### config.mk
export PLATFORM = sky130hd
export DESIGN_NAME = if_id_skid_flat
export DESIGN_NICKNAME = d
export VERILOG_FILES = /design/src/rtl/if_id_skid_if.sv /design/src/rtl/if_id_skid.sv /design/src/flat_wrapper.sv
export SDC_FILE = /design/constraint.sdc
export NUM_CORES = 1
export LEC_CHECK = 0
export BUFFER_PORTS_ARGS = -buffer_cell sky130_fd_sc_hd__buf_2
export CORE_MARGIN = 3
export CORE_UTILIZATION = 57
export DETAILED_ROUTE_END_ITERATION = 7
export MAX_ROUTING_LAYER = met4
export PLACE_DENSITY_LB_ADDON = 0.15
export SLEW_MARGIN = 40
export SYNTH_ARGS = -nofsm -noshare
export SYNTH_HDL_FRONTEND = slang
export SYNTH_SLANG_ARGS = --single-unit
### constraint.sdc
create_clock -name clk -period 8 [get_ports clk]
set_clock_uncertainty 0.2 [all_clocks]
set_input_delay 0.4 -clock clk [delete_from_list [all_inputs] [get_ports clk]]
set_output_delay 0.4 -clock clk [all_outputs]
set_load 0.01 [all_outputs]
### src/rtl/if_id_skid_if.sv
// Handshake bundle between fetch, the IF/ID stage and decode.
// The stage sits on the slave side; fetch and decode sit on the master side.
interface if_id_skid_if #(
    parameter int IW = 32,
    parameter int AW = 32
);
    // Fetch -> stage
    logic [IW-1:0] inst_i;
    logic [AW-1:0] inst_addr_i;
    logic          valid_i;
    logic          ready_o;

    // Stage -> decode
    logic [IW-1:0] inst_o;
    logic [AW-1:0] inst_addr_o;
    logic          valid_o;
    logic          ready_i;

    // Environment side: fetch drives the input, decode drives ready.
    modport master (
        output inst_i, inst_addr_i, valid_i, ready_i,
        input  ready_o, inst_o, inst_addr_o, valid_o
    );

    // Pipeline stage side.
    modport slave (
        input  inst_i, inst_addr_i, valid_i, ready_i,
        output ready_o, inst_o, inst_addr_o, valid_o
    );
endinterface

### src/rtl/if_id_skid.sv
// IF/ID pipeline stage with a one-entry skid buffer.
// Main entry M drives decode; skid entry S catches the one extra instruction
// fetch can push during the first stalled cycle, so ready_o comes straight
// from a flop and never depends combinationally on ready_i.
module if_id_skid #(
    parameter int            IW       = 32,
    parameter int            AW       = 32,
    parameter logic [IW-1:0] NOP_VAL  = 32'h0000_0013,
    parameter logic [AW-1:0] ADDR_RST = '0
) (
    input  logic         clk,
    input  logic         rst_n,
    input  logic         flush_i,
    if_id_skid_if.slave  bus
);

    logic          m_valid_q, m_valid_d;
    logic [IW-1:0] m_inst_q,  m_inst_d;
    logic [AW-1:0] m_addr_q,  m_addr_d;

    logic          s_valid_q, s_valid_d;
    logic [IW-1:0] s_inst_q,  s_inst_d;
    logic [AW-1:0] s_addr_q,  s_addr_d;

    logic          ready;
    logic          acc;
    logic          drn;

    assign ready = ~s_valid_q;
    assign acc   = bus.valid_i & ready;
    assign drn   = m_valid_q & bus.ready_i;

    // Next-state for both entries; flush overrides every other event.
    always_comb begin
        // NOTE: every variable gets a default first so no path leaves it unassigned (no latch).
        m_valid_d = m_valid_q;
        m_inst_d  = m_inst_q;
        m_addr_d  = m_addr_q;
        s_valid_d = s_valid_q;
        s_inst_d  = s_inst_q;
        s_addr_d  = s_addr_q;

        if (flush_i) begin
            m_valid_d = 1'b0;
            s_valid_d = 1'b0;
        end else if (!s_valid_q) begin
            if (acc) begin
                if (!m_valid_q || drn) begin
                    // M is free or emptying this cycle: input goes straight to M.
                    m_valid_d = 1'b1;
                    m_inst_d  = bus.inst_i;
                    m_addr_d  = bus.inst_addr_i;
                end else begin
                    // M is stalled: park the input in S, ready_o drops next cycle.
                    s_valid_d = 1'b1;
                    s_inst_d  = bus.inst_i;
                    s_addr_d  = bus.inst_addr_i;
                end
            end else if (drn) begin
                m_valid_d = 1'b0;
            end
        end else if (drn) begin
            // S refills M in order; ready_o is held low so nothing new arrives.
            m_valid_d = 1'b1;
            m_inst_d  = s_inst_q;
            m_addr_d  = s_addr_q;
            s_valid_d = 1'b0;
        end
    end

    // Valid flags: the only state that must be cleared by reset.
    always_ff @(posedge clk or negedge rst_n) begin
        if (!rst_n) begin
            m_valid_q <= 1'b0;
            s_valid_q <= 1'b0;
        end else begin
            // NOTE: non-blocking assignments so every flop samples pre-edge values.
            m_valid_q <= m_valid_d;
            s_valid_q <= s_valid_d;
        end
    end

    // Payload registers; contents of an invalid entry are never observed.
    always_ff @(posedge clk) begin
        // NOTE: data is deliberately not reset; outputs are masked by the valid flags.
        m_inst_q <= m_inst_d;
        m_addr_q <= m_addr_d;
        s_inst_q <= s_inst_d;
        s_addr_q <= s_addr_d;
    end

    // Outputs: M when live, otherwise the NOP/reset-address pair.
    always_comb begin
        bus.ready_o     = ready;
        bus.valid_o     = m_valid_q;
        bus.inst_o      = m_valid_q ? m_inst_q : NOP_VAL;
        bus.inst_addr_o = m_valid_q ? m_addr_q : ADDR_RST;
    end

endmodule

### src/flat_wrapper.sv
// flat-port wrapper written by rule: the top's interface ports become plain ports
module if_id_skid_flat 
#(
    parameter int            IW       = 32,
    parameter int            AW       = 32,
    parameter logic [IW-1:0] NOP_VAL  = 32'h0000_0013,
    parameter logic [AW-1:0] ADDR_RST = '0
)
  (clk, rst_n, flush_i, bus_inst_i, bus_inst_addr_i, bus_valid_i, bus_ready_i, bus_ready_o, bus_inst_o, bus_inst_addr_o, bus_valid_o);
  if_id_skid_if #(.IW(IW), .AW(AW)) bus_i ();
  input  logic clk;
  input  logic rst_n;
  input  logic flush_i;
  input wire logic [$bits(bus_i.inst_i)-1:0] bus_inst_i;
  input wire logic [$bits(bus_i.inst_addr_i)-1:0] bus_inst_addr_i;
  input wire logic [$bits(bus_i.valid_i)-1:0] bus_valid_i;
  input wire logic [$bits(bus_i.ready_i)-1:0] bus_ready_i;
  output wire logic [$bits(bus_i.ready_o)-1:0] bus_ready_o;
  output wire logic [$bits(bus_i.inst_o)-1:0] bus_inst_o;
  output wire logic [$bits(bus_i.inst_addr_o)-1:0] bus_inst_addr_o;
  output wire logic [$bits(bus_i.valid_o)-1:0] bus_valid_o;
  assign bus_i.inst_i = bus_inst_i;
  assign bus_i.inst_addr_i = bus_inst_addr_i;
  assign bus_i.valid_i = bus_valid_i;
  assign bus_i.ready_i = bus_ready_i;
  assign bus_ready_o = bus_i.ready_o;
  assign bus_inst_o = bus_i.inst_o;
  assign bus_inst_addr_o = bus_i.inst_addr_o;
  assign bus_valid_o = bus_i.valid_o;
  if_id_skid #(.IW(IW), .AW(AW), .NOP_VAL(NOP_VAL), .ADDR_RST(ADDR_RST)) u_core (.clk(clk), .rst_n(rst_n), .flush_i(flush_i), .bus(bus_i));
endmodule
### Word level (Yosys, flattened, before mapping)

Index checks and enable logic that the tools add are counted.

* mux-type cells: 21
* equal/unequal tests: 3
* reduce and logical (&&, ||, !) cells: 8
* bitwise logic cells: 5

Operator list (number)
* $mux 32: 10
* $mux 1: 11
* $reduce_and 4->1: 2
* $ne 4x3->1 const B: 1
* $reduce_bool 2->1: 2
* $ne 3x3->1 const B: 1
* $not 1->1: 3
* $reduce_and 3->1: 1
* $reduce_bool 3->1: 1
* $and 1x1->1: 2
* $ne 2x2->1 const B: 1
* $logic_not 1->1: 1
* $logic_or 1x1->1: 1

* word-level logic and storage cells: 43
* bits in registers: 130
* output and inout bits: 66

### Logic depth before layout (Yosys ltp)

* depth in word-level cells: 6
* mapped depth: 5

### Least setup slack after synthesis

OpenSTA, ideal clock, no wires.

* path kind: reg-to-reg
* start point: register u_core.s_valid_q
* end point: register u_core.s_addr_q[0], enable pin
* arrival: 4.279 ns
* slack: 2.997 ns
* cell stages (with the launch flop): 5
* clock period less this slack: 5.003 ns
* required time: 7.276 ns
* setup time: 0.524 ns
* path through: dfrtp_1 > buf_6 > buf_8 > nand2b_4 > nor4b_2

* cells in the longest elaborated chain, start to end: 3

Ends and longest elaborated chain
* start: declaration: RTL line if_id_skid.sv:21 `logic s_valid_q, s_valid_d;`
* start signal: assignment: RTL line if_id_skid.sv:79 `s_valid_q <= s_valid_d;`
* $not 1->1 (no source line) (*)
* $and 1x1->1: RTL line if_id_skid.sv:30 `assign acc = bus.valid_i & ready;`
* $reduce_and 4->1 (no source line) (*)
* end signal: assignment: RTL line if_id_skid.sv:89 `s_addr_q <= s_addr_d;`
* end: declaration: RTL line if_id_skid.sv:23 `logic [AW-1:0] s_addr_q, s_addr_d;`

Mark *: on every way between the ends. The rest lies on a longest branch, timed or not.
A chain may end at the register's enable or synchronous reset.

### Worst setup path in the final report

* start point: register u_core.m_valid_q, in the netlist u_core.bus.valid_o
* end point: register u_core.m_addr_q[28], enable pin

* cells in the longest elaborated chain, start to end: 4
* elaborated cells between the ends (all ways): 6
* classes of those cells: 1 x eq/ne; 1 x bitwise; 4 x reduce/logical

Ends and longest elaborated chain
* start: declaration: RTL line if_id_skid.sv:17 `logic m_valid_q, m_valid_d;`
* start signal: assignment: RTL line if_id_skid.sv:78 `m_valid_q <= m_valid_d;`
* $and 1x1->1 / $logic_not 1->1 (equally long branches): RTL line if_id_skid.sv:31, if_id_skid.sv:48
* $logic_or 1x1->1: RTL line if_id_skid.sv:48 `if (!m_valid_q || drn) begin`
* $reduce_bool 2->1 (no source line)
* $reduce_and 4->1 (no source line) (*)
* end signal: assignment: RTL line if_id_skid.sv:87 `m_addr_q <= m_addr_d;`
* end: declaration: RTL line if_id_skid.sv:19 `logic [AW-1:0] m_addr_q, m_addr_d;`

Marks and branches as above.

==> results.sh <==
export IMPL_status="completed"
export IMPL_crit_path_end="u_core.m_addr_q[28]"
export IMPL_syn_area_per_cell_um2=18.44
export IMPL_total_power_uw=1595
export IMPL_core_area_um2=8806
export IMPL_dieHeight_um=101.9
export IMPL_final_nets=565
export IMPL_initial_core_util=0.5948
export IMPL_worstPathRequired_ns=7.94
export IMPL_r2r_cells=3
export IMPL_worstSetupPathType="flop to flop"
export IMPL_clock_sinks=130
export IMPL_path_max_fanout=71
export IMPL_clk_pin_slew_ns=0.05
export IMPL_r2r_start="u_core.bus.valid_o"
export IMPL_ir_drop_mv=0.1629
export IMPL_ios=135
export IMPL_tritoncts="yes"
export IMPL_powerDensity_nw_per_um2=221.0
export IMPL_multi_input_area_um2=1257
export IMPL_syn2layout_area_growth_pct=37.77
export IMPL_synth_top_area_cell="edfxtp_1"
export IMPL_vias=3128
export IMPL_rows=34
export IMPL_place_hpwl_um=6045
export IMPL_antenna_found_initial=1
export IMPL_via_per_inst=5.086
export IMPL_worst_endpoint_arrival_ns=2.60
export IMPL_reg2reg_slack_ns=5.33
export IMPL_synth_cell_types=20
export IMPL_timing_rr_end="u_core.m_addr_q[28]"
export IMPL_syn_cell_area_um2=5238
export IMPL_fp_dieW_um=101.9
export IMPL_firstDrtPassIters=4
export IMPL_post_drt_wl_per_cell_um=16.90
export IMPL_htreeDepth=4
export IMPL_layout_drive_gt1_share=0.4565
export IMPL_port_buffers=134
export IMPL_grt_pass1_wl_um=15720
export IMPL_clkLatencyLatePin_ns=0.50
export IMPL_drc=0
export IMPL_tightest_slew_ns=0.6532
export IMPL_wl_um=10390
export IMPL_hold_viol=0
export IMPL_dieArea_um2=10370
export IMPL_cts_root_buf="clkbuf_8"
export IMPL_crit_start="u_core.bus.valid_o"
export IMPL_max_freq_ghz=0.3751
export IMPL_final_antenna_net_count=0
export IMPL_synth_top_area_frac=0.7339
export IMPL_cap_viol_max_count=0
export IMPL_worst_setup_path_end_kind="flop"
export IMPL_p_leak_uw=0.002828
export IMPL_grt_ovfl_total=0
export IMPL_syn_nets=353
export IMPL_synth_area_leaders="edfxtp_1 73%, mux2_2 12%, and2_1 7.3%, mux2_4 2.0%, dfrtp_1 0.96%"
export IMPL_drt_iter0_markers=149
export IMPL_clockBufferDepth=2
export IMPL_regArea_um2=3901
export IMPL_grt_start_max_net_pins=72
export IMPL_cp_start_kind="flop"
export IMPL_post_route_period_util=0.3332
export IMPL_setup_tns_final_ns=0
export IMPL_grt_pass1_vias=3195
export IMPL_fin_crit_ns=2.666
export IMPL_worst_hold_path_type="input pin to async pin"
export IMPL_rsz0062_at_grt="no"
export IMPL_post_cts_setup_buffers=0
export IMPL_yosysSeqAreaShare=0.7434
export IMPL_cts_buffers=17
export IMPL_synth_seq_cells=130
export IMPL_grt_usage=0.2136
export IMPL_drv_slew=0
export IMPL_nFillCells=448
export IMPL_yosysWarnings=0
export IMPL_setup_viol=0
export IMPL_gp_congestion=0.7671
export IMPL_max_slew_margin=0.5646
export IMPL_syn_inst=284
-- area by class of cell --
type,instances,area share
multi-input combinational,137,0.1743
sequential,130,0.5407
clock buffer,17,0.05740
timing repair buffer,208,0.1970
antenna,1,0.0003468
tap,108,0.01873
clock inverter,12,0.01058
inverter,2,0.001040
-- placed cells by master (no fill, tap or decap), types with 4 or more instances in the layout --
cell	instances
clkinv_1	9
buf_2	134
edfxtp_1	128
mux2_2	57
mux2_4	7
dlygate4sd3_1	68
nand2b_1	4
and2_1	61
buf_4	4
clkbuf_16	16
-- power breakdown --
part,internal (uW),switching [uW],total [uW]
clock,394,249,643
combinational,88.1,67.4,156
sequential,782,14.7,796
-- cell usage after synthesis --
cell,instances
edfxtp_1,128
and2_1,61
mux2_2,57
mux2_4,7
buf_2,6
clkbuf_1,6
nand2b_1,4
dfrtp_1,2
inv_1,2
a211oi_1,1
a21oi_2,1
a221oi_2,1
buf_12,1
buf_6,1
buf_8,1
nand2_4,1
nand2b_4,1
nor2b_1,1
nor4b_2,1
o22ai_1,1
-- registers in the layout, summed over array words and instances (netlist names) --
name,flops
u_core.s_valid_q,1
u_core.s_inst_q,32
u_core.s_addr_q,32
u_core.m_addr_q,32
u_core.m_inst_q,32
u_core.bus.valid_o,1
-- kinds of logic after synthesis --
family | share of synthesized area
flip-flops | 0.7434
AND/OR/NAND/NOR | 0.08648
multiplexers | 0.1426
buffers and inverters | 0.02031
AO/OA/AOI/OAI | 0.007168
-- per-stage QoR --
step	utilization	instances	hold slack [ns]	instance area, um2	setup slack (ns)
2_1_floorplan	-	284	-0.09559	5238	2.997
3_3_place_gp	0.6804	514	-0.01340	5992	4.712
3_5_place_dp	0.6861	517	-0.01038	6042	5.265
4_1_cts	0.8191	614	0.02917	7213	5.277
5_1_grt	0.8194	615	0.04821	7216	5.169
6_report	0.8194	615	0.07569	7216	5.334
-- layer usage --
metal | up-vias | track usage | routed length (um)
met2 | 150 | 0.3390 | 5143
met4 | 0 | 0.08174 | 201
met5 | - | - | 0
met1 | 1475 | 0.2653 | 4355
li1 | 1487 | - | -
met3 | 16 | 0.05802 | 693
-- what timing repair did --
action / in CTS / in global routing
endpoints found under the hold margin: 85 / 0
gates resized for setup: 0 / 0
hold buffers: 68 / 0
-- worst max-delay path, cell delays in order, from the launching register on --
cell	delay (ns)
dfrtp_4	0.78
nand2_4	0.09
a221oi_4	0.60
buf_4	0.61
-- how the worst min path moves through the flow --
| stage | depth (start not counted) | to |
|---|---|---|
| 3_3_place_gp | 1 | u_core.s_valid_q |
| 4_1_cts | 2 | u_core.bus.valid_o |
| 3_5_place_dp | 1 | u_core.s_valid_q |
| 2_1_floorplan | 0 | u_core.bus.valid_o |
| 6_report | 2 | u_core.bus.valid_o |
| 5_1_grt | 2 | u_core.bus.valid_o |
Note: power is estimated with default switching activity, not from simulation.
